<file path="config.mk">
export PLATFORM = sky130hd
export DESIGN_NAME = iob_fifo_wr_arb
export DESIGN_NICKNAME = d
export VERILOG_FILES = /design/src/rtl/iob_fifo_wr_arb_pkg.sv /design/src/rtl/iob_fifo_wr_arb_rr_arb.sv /design/src/rtl/iob_fifo_wr_arb.sv
export SDC_FILE = /design/constraint.sdc
export NUM_CORES = 1
export LEC_CHECK = 0
export ABC_AREA = 1
export CORE_ASPECT_RATIO = 0.6
export CORE_MARGIN = 10
export CORE_UTILIZATION = 35
export DETAILED_ROUTE_END_ITERATION = 8
export PLACE_DENSITY = 0.83
export SETUP_SLACK_MARGIN = 0.05
export SYNTH_ARGS = -nofsm -noshare
export SYNTH_HDL_FRONTEND = slang
export SYNTH_HIERARCHICAL = 1
export SYNTH_SLANG_ARGS = --single-unit
</file>
<file path="constraint.sdc">
create_clock -name clk -period 3.5 [get_ports clk]
set_input_delay 0.525 -clock clk [delete_from_list [all_inputs] [get_ports clk]]
set_output_delay 0.525 -clock clk [all_outputs]
set_load 0.05 [all_outputs]
</file>
<file path="src/rtl/iob_fifo_wr_arb_pkg.sv">
// iob_fifo_wr_arb_pkg: FSM state encoding and default widths shared by the write arbiter
package iob_fifo_wr_arb_pkg;
  typedef enum logic {IDLE = 1'b0, BURST = 1'b1} state_e;
  localparam int LEN_W_DEF = 4;
endpackage

</file>
<file path="src/rtl/iob_fifo_wr_arb_rr_arb.sv">
// iob_rr_arb: combinational round-robin pick, first set request at or above the pointer wins
module iob_rr_arb #(
  parameter int N  = 4,
  parameter int PW = (N > 1) ? $clog2(N) : 1
) (
  input  logic [N-1:0]  req_i,
  input  logic [PW-1:0] ptr_i,
  output logic [N-1:0]  gnt_o
);
  always_comb begin
    gnt_o = '0;
    for (int k = N - 1; k >= 0; k--)
      if (req_i[(int'(ptr_i) + k) % N]) gnt_o = N'(1) << ((int'(ptr_i) + k) % N);
  end
endmodule

</file>
<file path="src/rtl/iob_fifo_wr_arb.sv">
// iob_fifo_wr_arb: round-robin burst arbiter feeding one FIFO write port
// A requester only wins when its whole burst fits in the FIFO free space.
module iob_fifo_wr_arb
  import iob_fifo_wr_arb_pkg::*;
#(
  parameter int N_REQ  = 4,
  parameter int DATA_W = 32,
  parameter int ADDR_W = 8,
  parameter int LEN_W  = LEN_W_DEF
) (
  input  logic                    clk,
  input  logic                    rst,
  input  logic [N_REQ-1:0]        req,
  input  logic [N_REQ*LEN_W-1:0]  req_len,
  input  logic [N_REQ*DATA_W-1:0] req_data,
  input  logic [N_REQ-1:0]        req_valid,
  output logic [N_REQ-1:0]        gnt,
  output logic [N_REQ-1:0]        req_ready,
  output logic                    busy,
  output logic [DATA_W-1:0]       fifo_data_in,
  output logic                    fifo_write_en,
  input  logic                    fifo_full,
  input  logic [ADDR_W-1:0]       fifo_level_w
);
  localparam int PW = (N_REQ > 1) ? $clog2(N_REQ) : 1;
  localparam int CW = (LEN_W > ADDR_W + 1) ? LEN_W : ADDR_W + 1;
  state_e             state_d, state_q;
  logic [N_REQ-1:0]   gnt_d, gnt_q, elig, win;
  logic [LEN_W-1:0]   cnt_d, cnt_q, wlen;
  logic [PW-1:0]      g_d, g_q, rr_d, rr_q, widx;
  logic [ADDR_W:0]    free;
  assign free = {1'b0, {ADDR_W{1'b1}}} - {1'b0, fifo_level_w};
  always_comb begin
    for (int i = 0; i < N_REQ; i++)
      elig[i] = req[i] && (req_len[i*LEN_W +: LEN_W] != '0) &&
                (CW'(req_len[i*LEN_W +: LEN_W]) <= CW'(free));
  end
  iob_rr_arb #(.N(N_REQ), .PW(PW)) u_rr (.req_i(elig), .ptr_i(rr_q), .gnt_o(win));
  always_comb begin
    widx = '0;
    for (int i = 0; i < N_REQ; i++) if (win[i]) widx = PW'(i);
  end
  assign wlen = req_len[widx*LEN_W +: LEN_W];
  // outputs are forced low during the reset cycle itself so an aborted burst writes nothing
  assign busy          = rst && (state_q == BURST);
  assign req_ready     = (busy && cnt_q != '0 && !fifo_full) ? gnt_q : '0;
  assign fifo_write_en = |(req_valid & req_ready);
  assign fifo_data_in  = req_data[g_q*DATA_W +: DATA_W];
  assign gnt           = gnt_q;
  always_comb begin
    state_d = state_q;
    gnt_d   = gnt_q;
    cnt_d   = cnt_q;
    g_d     = g_q;
    rr_d    = rr_q;
    if (state_q == IDLE) begin
      if (|elig) begin
        state_d = BURST;
        gnt_d   = win;
        cnt_d   = wlen;
        g_d     = widx;
      end
    end else if (fifo_write_en) begin
      cnt_d = cnt_q - 1'b1;
      if (cnt_q == LEN_W'(1)) begin
        state_d = IDLE;
        gnt_d   = '0;
        rr_d    = (g_q == PW'(N_REQ - 1)) ? '0 : g_q + 1'b1;
      end
    end
  end
  always_ff @(posedge clk) begin
    if (!rst) begin
      state_q <= IDLE;
      gnt_q   <= '0;
      cnt_q   <= '0;
      g_q     <= '0;
      rr_q    <= '0;
    end else begin
      state_q <= state_d;
      gnt_q   <= gnt_d;
      cnt_q   <= cnt_d;
      g_q     <= g_d;
      rr_q    <= rr_d;
    end
  end
endmodule

</file>
# Word-level counts from Yosys, hierarchy flattened
# Index checks and enable logic that the tools add are counted.
# Widths: inputs -> output; s select.
[totals]
ff_bits = 13
out_inout_bits = 42
wordCells = 92
[op_classes]
addsub = 6
magnitude_cmp = 8
eq_ne = 4
shifts = 6
mux = 31
bitwise_logic = 5
n_reduce_logical = 27
[op_table]
columns = ["op", "count"]
rows = [
  ["$shiftx 128x8->32", 1],
  ["$shl 1x32->4 const A", 3],
  ["$mux 4", 12],
  ["$le 4x9->1", 4],
  ["$reduce_bool 4->1", 5],
  ["$shiftx 16x5->4", 1],
  ["$lt 3x4->1 const B", 3],
  ["$mux 1", 12],
  ["$logic_and 1x1->1", 11],
  ["$sub 8x8->9 const A", 1],
  ["$bmux 1 s2", 4],
  ["$reduce_or 4->1", 2],
  ["$mux 2", 3],
  ["$reduce_and 3->1", 2],
  ["$reduce_or 2->1", 3],
  ["$add 2x1->2 const B", 2],
  ["$add 2x2->2 const B", 2],
  ["$and 4x4->4", 1],
  ["$eq 4x1->1 const B", 1],
  ["$reduce_and 2->1", 2],
  ["$shl 1x2->4 const A", 1],
  ["$sub 4x1->4 const B", 1],
  ["$and 1x1->1 const A", 3],
  ["$lt 2x3->1 const B", 1],
  ["other kinds (6)", 6],
]

# Longest topological paths before layout
[logic_depth]
depth_word = 16
mapped_depth = 27
ltp_nobuf = 27

# Cells and area by module
# The synthesis kept the hierarchy.
[modules_own_cells]
columns = ["module", "n_inst", "cells_per_inst", "area_per_inst_um2", "seq_area_each_um2"]
rows = [
  ["iob_fifo_wr_arb", 1, 408, 2247.2, 260.2],
  ["iob_rr_arb", 1, 74, 422.9, 0.0],
]

# Least setup slack after synthesis
# OpenSTA, ideal clock, no wires.
[synth_path]
kind = "input -> register"
from = "input req_len[14]"
to = "register cnt_q[0]"
setup_ns = 0.115
arrival_ns = 2.822
required_ns = 3.385
setup_slack_ns = 0.562
path_stages = 25
path_cell_list = "ha_1 -> a21oi_1 -> nand2_1 -> nand2_1 -> nand2_1 -> nand2_1 -> nand2_1 -> inv_1 -> nand2_1 -> nand3_4 -> nand3_1 -> nand2_1 -> clkinv_1 -> nand2_1 -> nand2_1 -> nand2_1 -> inv_1 -> o21ai_0 -> inv_1 -> o21ai_0 -> nand2_1 -> nand2_1 -> o21ai_0 -> a21oi_1 -> nor2_1"
[synth_via]
elab_chain_cells = 16
[synth_rtl]
columns = ["element", "line", "text"]
rows = [
  ["start, declared", "iob_fifo_wr_arb.sv:14", "input logic [N_REQ*LEN_W-1:0] req_len,"],
  ["branches (longest 2 deep; another with $le 4x9->1)", "-", ""],
  ["$logic_and 1x1->1 (*)", "iob_fifo_wr_arb.sv:35", "elig[i] = req[i] && (req_len[i*LEN_W +: LEN_W] != '0) &&"],
  ["net elig[3]", "iob_fifo_wr_arb.sv:28", "logic [N_REQ-1:0] gnt_d, gnt_q, elig, win;"],
  ["$bmux 1 s2", "iob_fifo_wr_arb_rr_arb.sv:13", "if (req_i[(int'(ptr_i) + k) % N]) gnt_o = N'(1) << ((int'(ptr_i) + k) % N);"],
  ["$mux 1 (not written as such) (2 in a row)", "iob_fifo_wr_arb_rr_arb.sv:13", ""],
  ["$mux 4 (3 in a row)", "iob_fifo_wr_arb_rr_arb.sv:13", ""],
  ["$mux 4 (*)", "iob_fifo_wr_arb_rr_arb.sv:13", ""],
  ["net win[1]", "iob_fifo_wr_arb.sv:28", ""],
  ["$mux 1 (*)", "iob_fifo_wr_arb.sv:41", "for (int i = 0; i < N_REQ; i++) if (win[i]) widx = PW'(i);"],
  ["$mux 2 (*) (2 in a row)", "iob_fifo_wr_arb.sv:41", ""],
  ["$shiftx 16x5->4 (*)", "iob_fifo_wr_arb.sv:43", "assign wlen = req_len[widx*LEN_W +: LEN_W];"],
  ["$mux 4 (*)", "iob_fifo_wr_arb.sv:57", "if (|elig) begin"],
  ["$mux 4 (*)", "iob_fifo_wr_arb.sv:56", "if (state_q == IDLE) begin"],
  ["end signal, assigned", "iob_fifo_wr_arb.sv:82", "cnt_q <= cnt_d;"],
  ["end, declared", "iob_fifo_wr_arb.sv:29", "logic [LEN_W-1:0] cnt_d, cnt_q, wlen;"],
]
# Mark *: on every way through the listed nets, which the timed path passes. The select of a mux whose other input is x is not followed.
# A chain may end at the register's enable or synchronous reset.

# Worst setup path in the final report
[layout_path]
from = "input fifo_level_w[0]"
to = "register cnt_q[1]"
[layout_lines]
columns = ["element", "line", "text"]
rows = [
  ["start, declared", "iob_fifo_wr_arb.sv:23", "input logic [ADDR_W-1:0] fifo_level_w"],
  ["$sub 8x8->9 (*)", "iob_fifo_wr_arb.sv:32", "assign free = {1'b0, {ADDR_W{1'b1}}} - {1'b0, fifo_level_w};"],
  ["$le 4x9->1 (*)", "iob_fifo_wr_arb.sv:36", "(CW'(req_len[i*LEN_W +: LEN_W]) <= CW'(free));"],
  ["$logic_and 1x1->1 (*)", "iob_fifo_wr_arb.sv:35", ""],
  ["net elig[3]", "iob_fifo_wr_arb.sv:28", ""],
  ["$bmux 1 s2", "iob_fifo_wr_arb_rr_arb.sv:13", ""],
  ["$mux 1 (not written as such) (2 in a row)", "iob_fifo_wr_arb_rr_arb.sv:13", ""],
  ["$mux 4 (3 in a row)", "iob_fifo_wr_arb_rr_arb.sv:13", ""],
  ["$mux 4 (*)", "iob_fifo_wr_arb_rr_arb.sv:13", ""],
  ["net win[3]", "iob_fifo_wr_arb.sv:28", ""],
  ["$mux 2 (*)", "iob_fifo_wr_arb.sv:41", ""],
  ["$shiftx 16x5->4 (*)", "iob_fifo_wr_arb.sv:43", ""],
  ["$mux 4 (*)", "iob_fifo_wr_arb.sv:57", ""],
  ["$mux 4 (*)", "iob_fifo_wr_arb.sv:56", ""],
]
# Mark *: on every way through the listed nets, which the timed path passes. The rest lies on a longest branch. The select of a mux whose other input is x is not followed.

==> metrics.csv <==
metric,value,unit
clock skew,0.00159,ns
Initial Utilization,0.364,
Unique masters post-synth,33,
WP data required,3.64,ns
CP max FO,5,
vias in the first global route,3953,
fin crit share,0.937,
dpl cell area,0.00476,mm2
Setup TNS Final,0,ns
critical hold path startpoint,gnt[1]$_SDFFE_PN0P_,
number of port buffers,204,
Post-Syn Area,0.00267,mm2
Final Cell Area,0.00498,mm2
final hold vios,0,
"commonest non-fill, non-tap cell in the layout",clkdlybuf4s50_1,
most common flop cell mapped by yosys,dfxtp_1,
Max Slew Vio Count,0,
initial antenna violation count,3,
core area,0.00733,mm2
CTS sink count,13,
Reg2Reg Depth,18,
first-pass iteration count of the detailed router,5,
power density cells,305,mW/mm2
"commonest cells after routing, fill and taps aside","164 x clkdlybuf4s50_1, 104 x nor2_1, 74 x o21ai_0, 72 x nand2_1, 49 x buf_4",
outcome,"finished, final reports clean",
WHS Path Cells,4,
FP Rows,24,
Synth async-reset ratio,0,
via/cell ratio,5.25,
Worst Path Arrival,3.42,ns
"Area growth, synth to finish",86.6,%
maximum VDD drop,0.000336,V
detailed placer's ending HPWL,11900,um
CTS buffer count,3,
routability cong.,0.952,
DRC viols,0,
share of layout cells above drive strength 1,0.147,
post-DR wirelength/cell,18.6,um
CP startpoint kind,primary input,
RSZ-0062 raised after global routing,no,
Final setup viols,0,
Achievable Freq,305,MHz
crit end category,flip-flop,
#FFs+latches synth,13,
final net count,873,
first-pass GRT wire length,21400,um
vias post-DR,4129,
Worst R2R End,cnt_q[2]$_SDFFE_PN0P_,
HP Class,flip-flop to flip-flop,
Crit Path Category,primary input to flip-flop,
normalized max-slew margin,0.240,
CP endpoint,cnt_q[1]$_SDFFE_PN0P_,
syn_nets,672,
Clock Latency Late Sink,0.24,ns
fin crit period,3.28,ns
clock buffer depth,2,
Die Y,87.7,um
drt total wl,14600,um
"antenna viol nets, final",0,
max-cap check violation count,0,
Die Wd,133,um
CTS clock-pin slew for the worst setup and hold paths,0.05,ns
GRT Resource Usage Total,0.223,
cells after synthesis,482,
Worst-Margin Slew,1.13,ns
worst setup path start,fifo_level_w[0],
CTS tree,done,
register area share after synthesis,0.0975,
Overflow after GRT,0,
largest net degree at the start of global routing,68,
Detailed Route Iter0 Violations,229,
Yosys warnings,6,
hold_buf cts,0,
"Avg Cell Area, Syn",5.54,um2
H-tree Lvls,1,
"EDFF count, synth",0,
Leakage Power,2.22,nW
R2R Path Start,rr_q[1]$_SDFFE_PN0P_,
WHS,0.577,ns
Root Buffer,clkbuf_16,
die area,0.0116,mm2
FF-to-FF setup slack,0.69,ns
I/O pin count,205,
[power breakdown]
group	leakage, nW	total (mW)	switching [mW]	internal (mW)
Combinational	2.07	1.12	0.687	0.435
Sequential	0.108	0.178	0.0123	0.165
Clock	0.0382	0.219	0.0654	0.154
[cell usage after synthesis (all sizes together), types with 2 or more instances]
master | instances | share of area
buf | 5 | 0.014
clkinv | 5 | 0.0070
nand2 | 86 | 0.13
o22ai | 33 | 0.077
clkbuf | 19 | 0.030
a21boi | 4 | 0.011
nand3 | 26 | 0.067
ha | 27 | 0.13
dfxtp | 13 | 0.097
nand3b | 2 | 0.0056
a21oi | 18 | 0.034
inv | 45 | 0.063
o21ai | 85 | 0.16
nand4 | 2 | 0.0070
nor2 | 107 | 0.15
[through the flow]
step / power [mW] / cells / utilization / setup WS, ns
after floorplan: 0.822 / 482 / - / 0.563
after global placement: 1.24 / 781 / 0.650 / -0.0836
after detailed placement: 1.26 / 781 / 0.650 / -0.211
after CTS: 1.48 / 785 / 0.661 / 0.101
after global routing: 1.61 / 787 / 0.680 / 0.0248
final: 1.52 / 787 / 0.680 / 0.220
[critical path: stages]
cell,delay (ns)
clkdlybuf4s50_1,0.45
inv_1,0.11
ha_1,0.33
nand2_1,0.07
nor2_1,0.11
nor2_1,0.06
nand2_1,0.07
nand2_1,0.07
inv_1,0.10
nand2_2,0.08
nand3_4,0.11
nand3_1,0.09
nand2_1,0.07
clkinv_1,0.05
nand2_1,0.09
nand2_1,0.08
nand2_2,0.13
inv_2,0.06
buf_4,0.15
o21ai_1,0.17
o22ai_1,0.11
nand2_1,0.07
o21ai_0,0.07
a21oi_1,0.12
nor2_1,0.06
[worst min-delay path by stage]
stage / to / slack [ns]
final: gnt[1]$_SDFFE_PN0P_ / 0.58
after global routing: state_q$_SDFF_PN0_ / 0.63
after CTS: gnt[1]$_SDFFE_PN0P_ / 0.58
after detailed placement: gnt[1]$_SDFFE_PN0P_ / 0.56
after global placement: gnt[1]$_SDFFE_PN0P_ / 0.56
after floorplan: rr_q[1]$_SDFFE_PN0P_ / 0.54
[per-layer routing]
metal  part of all wire  up-vias  wire length, um  GRT usage
met5             0.0014        -               21          0
met4              0.017        4              248     0.0358
met3              0.068       24              992     0.0600
met2               0.50      148             7340      0.392
met1               0.41     1940             6030      0.273
li1                   -     2013                -          -
[area by class of cell]
cell class | count | area [um2]
diodes | 1 | 2.50
clock buffers | 4 | 78.8
fillers | 648 | 2350
inverters | 50 | 188
multi-input cells | 395 | 2220
flip-flops and latches | 13 | 262
well taps | 104 | 130
repair buffers | 220 | 2100
[state kept, by name (all words and copies together) (netlist names)]
signal and cells:
state_q 1, rr_q 2, g_q 2, gnt 4, cnt_q 4
[kinds of logic after synthesis]
| group | count (synthesis) | share of synthesized area |
|---|---|---|
| compound gates | 143 | 0.292 |
| xor+xnor | 1 | 0.00328 |
| fa+ha+maj | 27 | 0.127 |
| buf+inv | 74 | 0.114 |
| flops | 13 | 0.0975 |
| simple gates | 224 | 0.366 |
[timing repair]
action | in CTS | in global routing
buffers inserted | 0 | 1
pin swaps | 0 | 5
gates resized for setup | 1 | 41
setup endpoints to repair | 1 | 4
Power figures use the tool's default switching activity.
